**config.mk**
```make
export PLATFORM = sky130hd
export DESIGN_NAME = load_store_unit
export DESIGN_NICKNAME = d
export VERILOG_FILES = /design/src/rtl/load_store_unit.sv
export SDC_FILE = /design/constraint.sdc
export NUM_CORES = 1
export LEC_CHECK = 0
export CAP_MARGIN = 10
export CORE_ASPECT_RATIO = 2
export CORE_MARGIN = 2
export CORE_UTILIZATION = 47
export CTS_CLUSTER_SIZE = 14
export DETAILED_ROUTE_END_ITERATION = 10
export PLACE_DENSITY = 0.91
export RECOVER_POWER = 25
export SYNTH_ARGS = -nofsm -noshare
export SYNTH_HDL_FRONTEND = slang
export SYNTH_SLANG_ARGS = --single-unit
```
**constraint.sdc**
```tcl
create_clock -name clk -period 5.1 [get_ports clk]
set_input_delay 1.02 -clock clk [delete_from_list [all_inputs] [get_ports clk]]
set_output_delay 1.02 -clock clk [all_outputs]
set_load 0.005 [all_outputs]
```
**src/rtl/load_store_unit.sv**
```systemverilog
// rtl/load_store_unit.sv - MIPS lb/lh/lw/lbu/lhu/sb/sh/sw bus unit; define LSU_MISALIGN_CHECK_EN to trap misaligned accesses
module load_store_unit #(
    parameter int OPCODE_WIDTH = 6,
    parameter int DATA_WIDTH   = 32
) (
    input  logic                    clk,
    input  logic                    rst,
    input  logic                    req_valid,
    output logic                    req_ready,
    input  logic [OPCODE_WIDTH-1:0] op_code,
    input  logic [DATA_WIDTH-1:0]   alu_result,
    input  logic [DATA_WIDTH-1:0]   store_data,
    output logic                    resp_valid,
    output logic [DATA_WIDTH-1:0]   load_data,
    output logic                    exc_misalign,
    output logic                    mem_req,
    output logic                    mem_we,
    output logic [DATA_WIDTH-1:0]   mem_addr,
    output logic [3:0]              mem_be,
    output logic [DATA_WIDTH-1:0]   mem_wdata,
    input  logic                    mem_ack,
    input  logic [DATA_WIDTH-1:0]   mem_rdata
);

    localparam logic [OPCODE_WIDTH-1:0] OP_LB  = OPCODE_WIDTH'(6'h20);
    localparam logic [OPCODE_WIDTH-1:0] OP_LH  = OPCODE_WIDTH'(6'h21);
    localparam logic [OPCODE_WIDTH-1:0] OP_LW  = OPCODE_WIDTH'(6'h23);
    localparam logic [OPCODE_WIDTH-1:0] OP_LBU = OPCODE_WIDTH'(6'h24);
    localparam logic [OPCODE_WIDTH-1:0] OP_LHU = OPCODE_WIDTH'(6'h25);
    localparam logic [OPCODE_WIDTH-1:0] OP_SB  = OPCODE_WIDTH'(6'h28);
    localparam logic [OPCODE_WIDTH-1:0] OP_SH  = OPCODE_WIDTH'(6'h29);
    localparam logic [OPCODE_WIDTH-1:0] OP_SW  = OPCODE_WIDTH'(6'h2B);

    typedef enum logic [1:0] {IDLE, BUS, DONE} state_t;

    // size: 0 byte, 1 halfword, 2 word
    typedef struct packed {
        logic       ok;
        logic       store;
        logic       sgn;
        logic [1:0] size;
    } dec_t;

    function automatic dec_t decode(input logic [OPCODE_WIDTH-1:0] op);
        dec_t d;
        d = '0;
        case (op)
            OP_LB:   d = {1'b1, 1'b0, 1'b1, 2'd0};
            OP_LH:   d = {1'b1, 1'b0, 1'b1, 2'd1};
            OP_LW:   d = {1'b1, 1'b0, 1'b0, 2'd2};
            OP_LBU:  d = {1'b1, 1'b0, 1'b0, 2'd0};
            OP_LHU:  d = {1'b1, 1'b0, 1'b0, 2'd1};
            OP_SB:   d = {1'b1, 1'b1, 1'b0, 2'd0};
            OP_SH:   d = {1'b1, 1'b1, 1'b0, 2'd1};
            OP_SW:   d = {1'b1, 1'b1, 1'b0, 2'd2};
            default: d = '0;
        endcase
        return d;
    endfunction

    state_t                  state, state_nxt;
    dec_t                    req_dec, cur_dec;
    logic [OPCODE_WIDTH-1:0] op_r;
    logic [DATA_WIDTH-1:0]   addr_r;
    logic [DATA_WIDTH-1:0]   sdata_r;
    logic [DATA_WIDTH-1:0]   load_data_r;
    logic                    exc_r;
    logic                    accept;
    logic                    reject;
    logic [DATA_WIDTH-1:0]   aligned_addr;
    logic [7:0]              rd_byte;
    logic [15:0]             rd_half;
    logic [DATA_WIDTH-1:0]   load_fmt;

    assign req_dec = decode(op_code);
    assign cur_dec = decode(op_r);
    assign accept  = (state == IDLE) && req_valid && req_dec.ok;

`ifdef LSU_MISALIGN_CHECK_EN
    assign reject = ((req_dec.size == 2'd1) && alu_result[0]) ||
                    ((req_dec.size == 2'd2) && (alu_result[1:0] != 2'b00));
`else
    assign reject = 1'b0;
`endif

    // Accesses that reach the bus are forced to natural alignment.
    always_comb begin
        aligned_addr = alu_result;
        case (req_dec.size)
            2'd1:    aligned_addr = {alu_result[DATA_WIDTH-1:1], 1'b0};
            2'd2:    aligned_addr = {alu_result[DATA_WIDTH-1:2], 2'b00};
            default: aligned_addr = alu_result;
        endcase
    end

    always_comb begin
        state_nxt = state;
        case (state)
            IDLE:    if (accept) state_nxt = reject ? DONE : BUS;
            BUS:     if (mem_ack) state_nxt = DONE;
            DONE:    state_nxt = IDLE;
            default: state_nxt = IDLE;
        endcase
    end

    always_comb begin
        req_ready  = (state == IDLE);
        resp_valid = (state == DONE);
        mem_req    = (state == BUS);
        mem_we     = 1'b0;
        mem_addr   = '0;
        mem_be     = 4'b0000;
        mem_wdata  = '0;
        if (state == BUS) begin
            mem_we   = cur_dec.store;
            mem_addr = {addr_r[DATA_WIDTH-1:2], 2'b00};
            if (!cur_dec.store || cur_dec.size == 2'd2)
                mem_be = 4'b1111;
            else if (cur_dec.size == 2'd0)
                mem_be = 4'b0001 << addr_r[1:0];
            else
                mem_be = addr_r[1] ? 4'b1100 : 4'b0011;
            if (cur_dec.store) begin
                case (cur_dec.size)
                    2'd0:    mem_wdata = {4{sdata_r[7:0]}};
                    2'd1:    mem_wdata = {2{sdata_r[15:0]}};
                    default: mem_wdata = sdata_r;
                endcase
            end
        end
    end

    always_comb begin
        rd_byte  = 8'h00;
        case (addr_r[1:0])
            2'd0:    rd_byte = mem_rdata[7:0];
            2'd1:    rd_byte = mem_rdata[15:8];
            2'd2:    rd_byte = mem_rdata[23:16];
            default: rd_byte = mem_rdata[31:24];
        endcase
        rd_half  = addr_r[1] ? mem_rdata[31:16] : mem_rdata[15:0];
        load_fmt = mem_rdata;
        case (cur_dec.size)
            2'd0:    load_fmt = {{24{cur_dec.sgn & rd_byte[7]}}, rd_byte};
            2'd1:    load_fmt = {{16{cur_dec.sgn & rd_half[15]}}, rd_half};
            default: load_fmt = mem_rdata;
        endcase
    end

    always_ff @(posedge clk or posedge rst) begin
        if (rst) begin
            state       <= IDLE;
            op_r        <= '0;
            addr_r      <= '0;
            sdata_r     <= '0;
            load_data_r <= '0;
            exc_r       <= 1'b0;
        end else begin
            state <= state_nxt;
            if (accept) begin
                op_r    <= op_code;
                addr_r  <= aligned_addr;
                sdata_r <= store_data;
                if (reject) begin
                    load_data_r <= '0;
                    exc_r       <= 1'b1;
                end
            end
            if (state == BUS && mem_ack) begin
                load_data_r <= cur_dec.store ? '0 : load_fmt;
                exc_r       <= 1'b0;
            end
        end
    end

    assign load_data    = load_data_r;
    assign exc_misalign = exc_r;

endmodule
```
## After elaboration in Yosys (flattened, before gate mapping)

Cells that the tools add are included.

- Equality and inequality tests: 26
- Shift operators: 1
- Bitwise logic cells: 2
- Reduce and logical (&&, ||, !) cells: 9
- Mux-type cells: 19

Operators by type and width:

| kind | number |
|---|---|
| two-way mux 32 bit | 4 |
| one-hot mux 32 bit (2 select lines) | 2 |
| equality test 6 bit, second input constant | 16 |
| one-hot mux 5 bit (8 select lines) | 1 |
| one-hot mux 4 bit (8 select lines) | 1 |
| one-hot mux 8 bit (3 select lines) | 1 |
| two-way mux 16 bit | 1 |
| two-way mux 4 bit | 4 |
| equality test 2 x 1 -> 1 bit, second input constant | 4 |
| equality test 2 bit, second input constant | 4 |
| one-hot mux 2 bit (2 select lines) | 2 |
| zero test 2 bit | 3 |
| two-way mux 2 bit | 2 |
| != test 2 x 1 -> 1 bit, second input constant | 2 |
| << shifter 1 x 2 -> 4 bit, first input constant | 1 |
| logical AND 1 bit | 3 |
| AND 1 bit | 2 |
| AND reduction 2 bit | 1 |
| zero test 1 bit | 1 |
| logical OR 1 bit | 1 |
| two-way mux 1 bit | 1 |

- Input bits: 106
- Register bits: 104

## Logic depth before layout (Yosys ltp)

Gate-level depths: netlist (run 1).

- Word-level depth: 6
- Gate-level depth with buffers: 7

## Worst setup path after synthesis (run 1)

OpenSTA, ideal clock, no wires.

- Path kind: register -> output
- Start point: register op_r[3]
- End point: output port mem_wdata[30]
- Slack: 2.663 ns
- Arrival time: 1.417 ns
- Data required time: 4.080 ns
- Cell stages (with the launch flop): 8
- Cell sequence: dfrtp_1 -> buf_2 -> o21ai_0 -> and2_1 -> buf_2 -> buf_2 -> nor2_1 -> nor3_1

- Cells in the longest elaborated chain, start to end: 6
- Elaborated cells on any way between the ends: 14

RTL lines:

| item | RTL line | text |
|---|---|---|
| start, declared | 63 | `logic [OPCODE_WIDTH-1:0] op_r;` |
| start signal, assigned | 161 | `op_r <= op_code;` |
| equality test 6 bit | 47 | `case (op)` |
| one-hot mux 4 bit (8 select lines) (*) | 47 |  |
| equality test 2 x 1 -> 1 bit or zero test 2 bit (tied branches) | 124 | `case (cur_dec.size)` |
| one-hot mux 32 bit (2 select lines) | 124 |  |
| two-way mux 32 bit (*) | 123 | `if (cur_dec.store) begin` |
| two-way mux 32 bit (*) | 114 | `if (state == BUS) begin` |
| end, declared | 20 | `output logic [DATA_WIDTH-1:0] mem_wdata,` |

Every way passes the cells marked *; elsewhere a longest branch is shown, timed or not.

## Worst setup path after layout (run 1)

- Start point: register state[1]
- End point: output port mem_wdata[5]

- Cells in the longest elaborated chain, start to end: 2

RTL lines:

| item | RTL line | text |
|---|---|---|
| start, declared | 61 | `state_t state, state_nxt;` |
| start signal, assigned | 159 | `state <= state_nxt;` |
| equality test 2 x 1 -> 1 bit | 114 |  |
| two-way mux 32 bit | 114 |  |

Every way passes these cells.

==> results of run 1 <==
==> area by class of cell <==
class,count,share of cell area
sequential,104,0.337
multi-input combinational,363,0.320
timing repair buffer,212,0.274
clock buffer,9,0.0291
tap,140,0.0227
clock inverter,6,0.0141
inverter,7,0.00372
==> worst paths after layout <==
check                         startpoint       endpoint  slack [ns]  cells after the start
max in group asynchronous            rst    sdata_r[25]        2.84                      3
setup reg to reg                state[1]   load_data[3]        2.47                      5
hold reg to reg            load_data[18]  load_data[18]        0.49                      2
setup / recovery                state[1]   mem_wdata[5]        1.21                      7
min in group asynchronous            rst     addr_r[10]        1.40                      2
hold / removal             load_data[18]  load_data[18]        0.49                      2
==> stage by stage <==
| step | hold WS (ns) | utilization |
|---|---|---|
| 2_1_floorplan | 0.468 | - |
| 4_1_cts | 0.492 | 0.707 |
| 6_report | 0.488 | 0.707 |
| 3_3_place_gp | 0.466 | 0.676 |
| 3_5_place_dp | 0.477 | 0.676 |
| 5_1_grt | 0.518 | 0.707 |
==> logic make-up (layout without fill, tap and decap cells) <==
| kind of cell | after synthesis | count (layout) |
|---|---|---|
| buf+inv | 43 | 234 |
| compound gates | 99 | 99 |
| other cells | 1 | 3 |
| simple gates | 178 | 178 |
| flops | 104 | 104 |
| fa+ha+maj | 1 | 1 |
| mux | 82 | 82 |
==> worst max-delay path, stage by stage, from the launching register on <==
cell	delay [ns]
dfrtp_1	0.41
nand2b_1	0.22
inv_1	0.56
nand4_1	0.16
buf_4	0.26
inv_1	0.23
and2_1	0.18
clkdlybuf4s50_1	0.50
==> registers in the layout, indices dropped and copies added (netlist names) <==
register   flops
sdata_r       32
op_r           6
addr_r        32
state          2
load_data     32
==> per-layer routing <==
layer | vias up | wire (um) | GRT usage
met5 | - | 0 | 0
met4 | 0 | 1120 | 0.179
met3 | 79 | 1050 | 0.0669
met2 | 283 | 8830 | 0.483
met1 | 2302 | 5290 | 0.281
li1 | 2144 | - | -
==> power groups by stage <==
stage / combinational, W / sequential, W / clock, W
floorplan: 0.000521 / 0.00122 / 0
detailed placement: 0.000927 / 0.00129 / 0
global placement: 0.000892 / 0.00127 / 0
CTS: 0.000936 / 0.00128 / 0.000788
global route: 0.00102 / 0.00131 / 0.000819
finish: 0.000933 / 0.00128 / 0.000777
==> placed cells by master, fill, tap and decap left out, types with 8 or more instances in the layout <==
master and count:
mux2_2 73, dfrtp_1 104, clkdlybuf4s50_1 206, nand2_1 70, nor2_1 33, and2_1 40
nor3_1 11, clkbuf_16 9, o21ai_1 14, mux4_2 8, o22ai_1 8, o21ai_0 35
a21oi_1 21, a211oi_1 8
==> impl_metrics.tcl, run 1 <==
set metrics [dict create \
    dp.cells 826 \
    fillCellCount 843 \
    synthAdderAreaFrac 0.00237 \
    layout_min_cycle_time_ns 3.89 \
    yosysWarningCount 0 \
    yosys-mux-area-fraction 0.191 \
    maxSlewViolCount 0 \
    rsz0062_at_grt "no" \
    drt_iter0_markers 328 \
    clkTransAtPathRegs_ns 0.06 \
    cp_max_fo 32 \
    power_density_nw_per_um2 386 \
    place_congestion 0.934 \
    tns_ns 0 \
    cp-start-kind "flip-flop" \
    clockPowerShare 0.260 \
    nets 804 \
    hp-class "reg -> reg" \
    drive_above_1_share 0.154 \
    clock.fmax_mhz 257 \
    grtUsageTotal 0.275 \
    synth_seq_area_share 0.492 \
    synth_common_cells "dfrtp_1 (104), mux2_2 (73), nand2_1 (70), and2_1 (40), o21ai_0 (35)" \
    multiInputGateArea_um2 2470 \
    synth_area_leader_cell "dfrtp_1" \
    synthXorXnorAreaFrac 0 \
    vias 4808 \
    cts_resized 0 \
    drc 0 \
    internal_power_w 0.00209 \
    cts_buffers 9 \
    async_flop_share 1.00 \
    start_util 0.483 \
    area_growth_pct 46.3 \
    hold_violations 0 \
    synthDistinctLibCells 40 \
    fin_ws_ns 1.21 \
    endpoint_kind "primary output" \
    finish.instance_area_um2 7730 \
    die_h_um 154 \
    core_area_um2 10900 \
    yosysTopAreaCellShare 0.492 \
    rows 54 \
    placed_area_um2 7400 \
    final_antenna_net_count 0 \
    synth-edff-count 0 \
    syn_area_um2 5290 \
    cts_sinks 104 \
    routed_via_density 5.72 \
    crit_arrival_ns 2.87 \
    synth_compound_area_frac 0.109 \
    place_ws_ns 1.54 \
    period_share 0.763 \
    switchingPower_w 0.000895 \
    outcome "finished clean" \
    crit_required_ns 4.08 \
    seqCellArea_um2 2600 \
    clock_latency_ns 0.35 \
    synth.most_common_cell "dfrtp_1" \
    finalNonFillerCells 841 \
    synth_top_family_by_area "multiplexers" \
    hpwl_um 12200 \
    clockBufferDepth 2 \
    synth_area_per_cell_um2 10.4 \
    portBuffers 207 \
    h-tree-depth 3 \
    grt_max_degree 85 \
    power_frac_seq 0.428 \
    yosys_most_used_dff "dfrtp_1" \
    gr-total-overflow 0 \
    relSlewSlack 0.301 \
    ir_worst_vdd_uv 235 \
    wirelength_um 16300 \
    antenna_found_initial 0 \
    antennaDiodeCount 0 \
    grt_pass1_wl_um 25900 \
    die_w_um 79.0 \
    synth.ff_latch_count 104 \
    grt_pass1_vias 5170 \
    root_buffer "clkbuf_16" \
    worstMarginPinSlew_ns 1.05 \
    io_pins 211 \
    wl_per_cell_um 19.4 \
    power.share.switching 0.300 \
    finalSetupViolations 0 \
    power.total_w 0.00299 \
    comb_power_share 0.312 \
    ctsHoldBuffers 0 \
    synth-simple-area-share 0.162 \
    maxCapViolCount 0 \
    synthTopCellsByArea "dfrtp_1 (49%), mux2_2 (16%), nand2_1 (5.0%)" \
    critPathKind "reg -> out" \
    firstDrtPassIters 5 \
    p_leak_nw 3.17 \
    synth_cells 508 \
    cts_setup_buffers 0 \
    finClkSkew_ns 0.0118 \
    dieArea_um2 12200 \
    cts_tree "done" \
]
Power figures use the tool's default switching activity.
==> run 2: changes to the inputs <==
Settings changed: CORE_UTILIZATION 47 to 44, PLACE_DENSITY 0.91 to 0.86.
Clock period 5.1 ns to 3.7 ns, I/O delays scaled along.
==> impl_metrics.tcl, run 2 (synthesis results as in run 1) <==
set metrics [dict create \
    power.share.switching 0.318 \
    maxSlewViolCount 52 \
    crit_path_top_delay_cell "clkdlybuf4s50_1" \
    die_h_um 159 \
    final_common_cell "clkdlybuf4s50_1" \
    p_leak_nw 3.15 \
    path_buf_inv 1 \
    cts_buffers 9 \
    antenna_found_initial 0 \
    core_area_um2 11700 \
    portBuffers 207 \
    worstMarginPinSlew_ns 2.22 \
    grt_max_degree 63 \
    cp_max_fo 17 \
    rsz0062_at_grt "no" \
    hold_violations 0 \
    cts_sinks 104 \
    cts_resized 0 \
    multiInputGateArea_um2 2470 \
    start_util 0.452 \
    switchingPower_w 0.00126 \
    path_cells "o21ai_0 > and2_1 > nand2_1 > a21oi_1 > clkdlybuf4s50_1" \
    h-tree-depth 3 \
    seqCellArea_um2 2600 \
    outcome "finished, violations left" \
    wirelength_um 15800 \
    rows 56 \
    tns_ns 0 \
    routed_via_density 5.50 \
    area_growth_pct 45.8 \
    crit_required_ns 2.96 \
    final_cell_mix "clkdlybuf4s50_1 (205), dfrtp_1 (104), mux2_2 (73)" \
    io_pins 211 \
    crit_family "simple AND/OR/NAND/NOR gates" \
    grtUsageTotal 0.251 \
    ff2ff_setup_slack_ns 1.36 \
    worstReg2RegEnd "load_data[10]" \
    clockBufferDepth 2 \
    rr_startpoint "addr_r[1]" \
    critPathKind "reg -> out" \
    drive_above_1_share 0.158 \
    path_depth 5 \
    comb_power_share 0.322 \
    hpwl_um 12100 \
    hold_slack_ns 0.488 \
    power_frac_seq 0.445 \
    die_w_um 81.5 \
    fillCellCount 930 \
    grt_pass1_wl_um 25000 \
    clock_latency_ns 0.35 \
    clock.fmax_mhz 297 \
    critPathCapture "mem_wdata[14]" \
    root_buffer "clkbuf_16" \
    crit_arrival_ns 2.63 \
    clkTransAtPathRegs_ns 0.08 \
    nets 806 \
    ir_worst_vdd_uv 348 \
    period_share 0.910 \
    clockPowerShare 0.233 \
    ctsHoldBuffers 0 \
    dieArea_um2 13000 \
    drt_iter0_markers 244 \
    drc 0 \
    finalSetupViolations 0 \
    worst_r2r_path_depth 4 \
    place_congestion 0.896 \
    power_density_nw_per_um2 514 \
    gr-total-overflow 0 \
    finClkSkew_ns 0.0168 \
    crit_start "op_r[3]" \
    relSlewSlack -0.489 \
    firstDrtPassIters 5 \
    layout_min_cycle_time_ns 3.37 \
    final_antenna_net_count 0 \
    maxCapViolCount 1 \
    cp-start-kind "flip-flop" \
    cp_slowest_stage_delay_ns 0.56 \
    endpoint_kind "primary output" \
    wl_per_cell_um 18.6 \
    cts_tree "done" \
    vias 4675 \
    internal_power_w 0.00270 \
    power.total_w 0.00396 \
    violations "max-capacitance violations, max-slew violations" \
    hp-class "reg -> reg" \
    cts_setup_buffers 0 \
    grt_pass1_vias 4933 \
]
run 2: changes by cell type in the layout (fill, tap and decap cells not counted), sizes merged:
cell           change
buf                +1
bufinv             -3
clkbuf             +1
clkdlybuf4s50      -1
clkinvlp           +1
diode              +1
dlygate4sd3        +1
inv                +3
run 2: layout make-up:
cell class                 instances  share of cell area
sequential                       104               0.338
multi-input combinational        363               0.321
timing repair buffer             214               0.277
clock buffer                       9              0.0292
tap                              145              0.0235
clock inverter                     7             0.00779
inverter                           7             0.00357
antenna                            1            0.000325
run 2: power by group through the flow:
stage / Sequential [W] / Combinational, W / Clock (W)
floorplan: 0.00168 / 0.000719 / 0
global placement: 0.00175 / 0.00124 / 0
detailed placement: 0.00178 / 0.00129 / 0
CTS: 0.00176 / 0.00129 / 0.000943
global route: 0.00181 / 0.00140 / 0.000993
finish: 0.00176 / 0.00128 / 0.000922
run 2: layer usage:
layer,up-vias,GRT usage,wire [um]
met3,59,0.0465,898
li1,2154,-,-
met5,-,0,0
met2,227,0.444,8790
met4,0,0.151,850
met1,2235,0.264,5280
run 2: worst register-to-register path, delay by kind of cell (launching register included):
kind	cells	cell delay (ns)
flip-flops	1	0.89
multiplexers	1	0.65
AO/OA/AOI/OAI	2	0.38
AND/OR/NAND/NOR	1	0.29
run 2: metrics by stage:
stage	setup slack (ns)	instance area (um^2)	instances	utilization
after floorplan	0.228	5290	510	-
after global placement	0.753	7430	833	0.635
after detailed placement	0.691	7430	833	0.635
after CTS	0.312	7720	849	0.660
after global routing	0.125	7700	849	0.658
final	0.332	7710	850	0.659
run 2: worst min path at each step:
| stage | start | end | slack [ns] | cells after the start |
|---|---|---|---|---|
| 2_1_floorplan | op_r[5] | op_r[5] | 0.47 | 1 |
| 3_3_place_gp | load_data[21] | load_data[21] | 0.47 | 2 |
| 3_5_place_dp | load_data[21] | load_data[21] | 0.47 | 2 |
| 4_1_cts | load_data[21] | load_data[21] | 0.49 | 2 |
| 5_1_grt | load_data[11] | load_data[11] | 0.52 | 2 |
| 6_report | load_data[21] | load_data[21] | 0.49 | 2 |
==> run 3: changes to the inputs <==
Settings changed: CORE_MARGIN 2 to not set.
==> impl_metrics.tcl, run 3 (synthesis results as in run 1) <==
set metrics [dict create \
    grtUsageTotal 0.265 \
    final_antenna_net_count 0 \
    place_ws_ns 0.618 \
    drc 0 \
    h-tree-depth 3 \
    p_leak_nw 3.16 \
    drt-met1-wl_um 5350 \
    place_congestion 0.909 \
    firstDrtPassIters 5 \
    fin_ws_ns 0.234 \
    critPathKind "reg -> out" \
    die_h_um 157 \
    crit_path_top_delay_cell "and2_1" \
    fin_util 0.660 \
    portBuffers 207 \
    placed_area_um2 7440 \
    highest_layer "met4" \
    power.total_w 0.00396 \
    outcome "finished, violations left" \
    ctsHoldBuffers 0 \
    rsz0062_at_grt "no" \
    finClkSkew_ns 0.0163 \
    finish.instance_area_um2 7720 \
    drt_iter0_markers 258 \
    hold_violations 0 \
    worstMarginPinSlew_ns 1.96 \
    cts_setup_buffers 0 \
    drive_above_1_share 0.154 \
    cp_slowest_stage_delay_ns 0.59 \
    die_w_um 79.5 \
    clock.fmax_mhz 288 \
    finalSetupViolations 0 \
    power_density_nw_per_um2 513 \
    layout_min_cycle_time_ns 3.47 \
    vias 4704 \
    crit_required_ns 2.96 \
    root_buffer "clkbuf_16" \
    wl_met2_um 9060 \
    cp-start-kind "flip-flop" \
    tns_ns 0 \
    wirelength_um 16100 \
    cts_tree "done" \
    area_growth_pct 46.0 \
    maxCapViolCount 1 \
    maxSlewViolCount 51 \
    core_area_um2 11700 \
    crit_arrival_ns 2.73 \
    relSlewSlack -0.308 \
    grt_pass1_wl_um 25000 \
    ir_worst_vdd_uv 307 \
    clockBufferDepth 2 \
    final_cell_mix "clkdlybuf4s50_1 (206), dfrtp_1 (104), mux2_2 (73)" \
    crit_family "simple AND/OR/NAND/NOR gates" \
    violations "max-capacitance violations, max-slew violations" \
    cts_resized 0 \
    cp_max_fo 17 \
    path_cells "o21ai_0 > and2_1 > nand2_1 > a21oi_1 > clkdlybuf4s50_1" \
    grt_max_degree 63 \
    start_util 0.452 \
    period_share 0.937 \
    path_buf_inv 1 \
    antenna_found_initial 1 \
    grt_pass1_vias 4988 \
    clock_latency_ns 0.35 \
    final_common_cell "clkdlybuf4s50_1" \
    wl_per_cell_um 19.0 \
    endpoint_kind "primary output" \
    nets 807 \
    cts_sinks 104 \
    hpwl_um 12100 \
    dieArea_um2 12500 \
    cts_buffers 9 \
    routed-wl-met3_um 786 \
    rows 56 \
    hp-class "reg -> reg" \
    routed_via_density 5.54 \
    clkTransAtPathRegs_ns 0.07 \
    io_pins 211 \
    gr-total-overflow 0 \
]
==> run 3: cell type report <==
class / instances / area, um^2
diodes: 1 / 2.50
flip-flops and latches: 104 / 2600
multi-input cells: 363 / 2470
fillers: 918 / 3980
repair buffers: 215 / 2160
clock buffers: 10 / 229
inverters: 7 / 26.3
clock inverters: 4 / 47.5
well taps: 145 / 181
==> run 3: worst min-delay path: cells and delay by family (launching register included) <==
family	cells	cell delay (ns)
flip-flops	1	0.34
AO/OA/AOI/OAI	1	0.06
AND/OR/NAND/NOR	1	0.04
==> run 3: layer usage <==
layer,up-vias,track usage
met4,0,0.177
met1,2306,0.265
met2,198,0.483
met3,56,0.0499
met5,-,0
li1,2144,-
==> run 3: report_power, final <==
part	total, W	internal (W)	switching [W]
Combinational	0.00129	0.000754	0.000534
Sequential	0.00175	0.00148	0.000273
Clock	0.000920	0.000515	0.000405
Total	0.00396	0.00275	0.00121
==> run 3: through the flow <==
stage               std cells  hold WS (ns)
floorplan                 510         0.468
global placement          834         0.466
detailed placement        834         0.475
CTS                       848         0.485
global route              849         0.498
finish                    849         0.482
==> run 3: final timing paths <==
check                               from       endpoint  slack [ns]  cells past startpoint
max                              op_r[3]  mem_wdata[15]        0.23                      5
min                        load_data[20]  load_data[20]        0.48                      2
max reg2reg                    addr_r[1]  load_data[17]        1.42                      4
min reg2reg                load_data[20]  load_data[20]        0.48                      2
max in group asynchronous            rst  load_data[11]        1.08                      2
min in group asynchronous            rst      addr_r[6]        1.48                      2
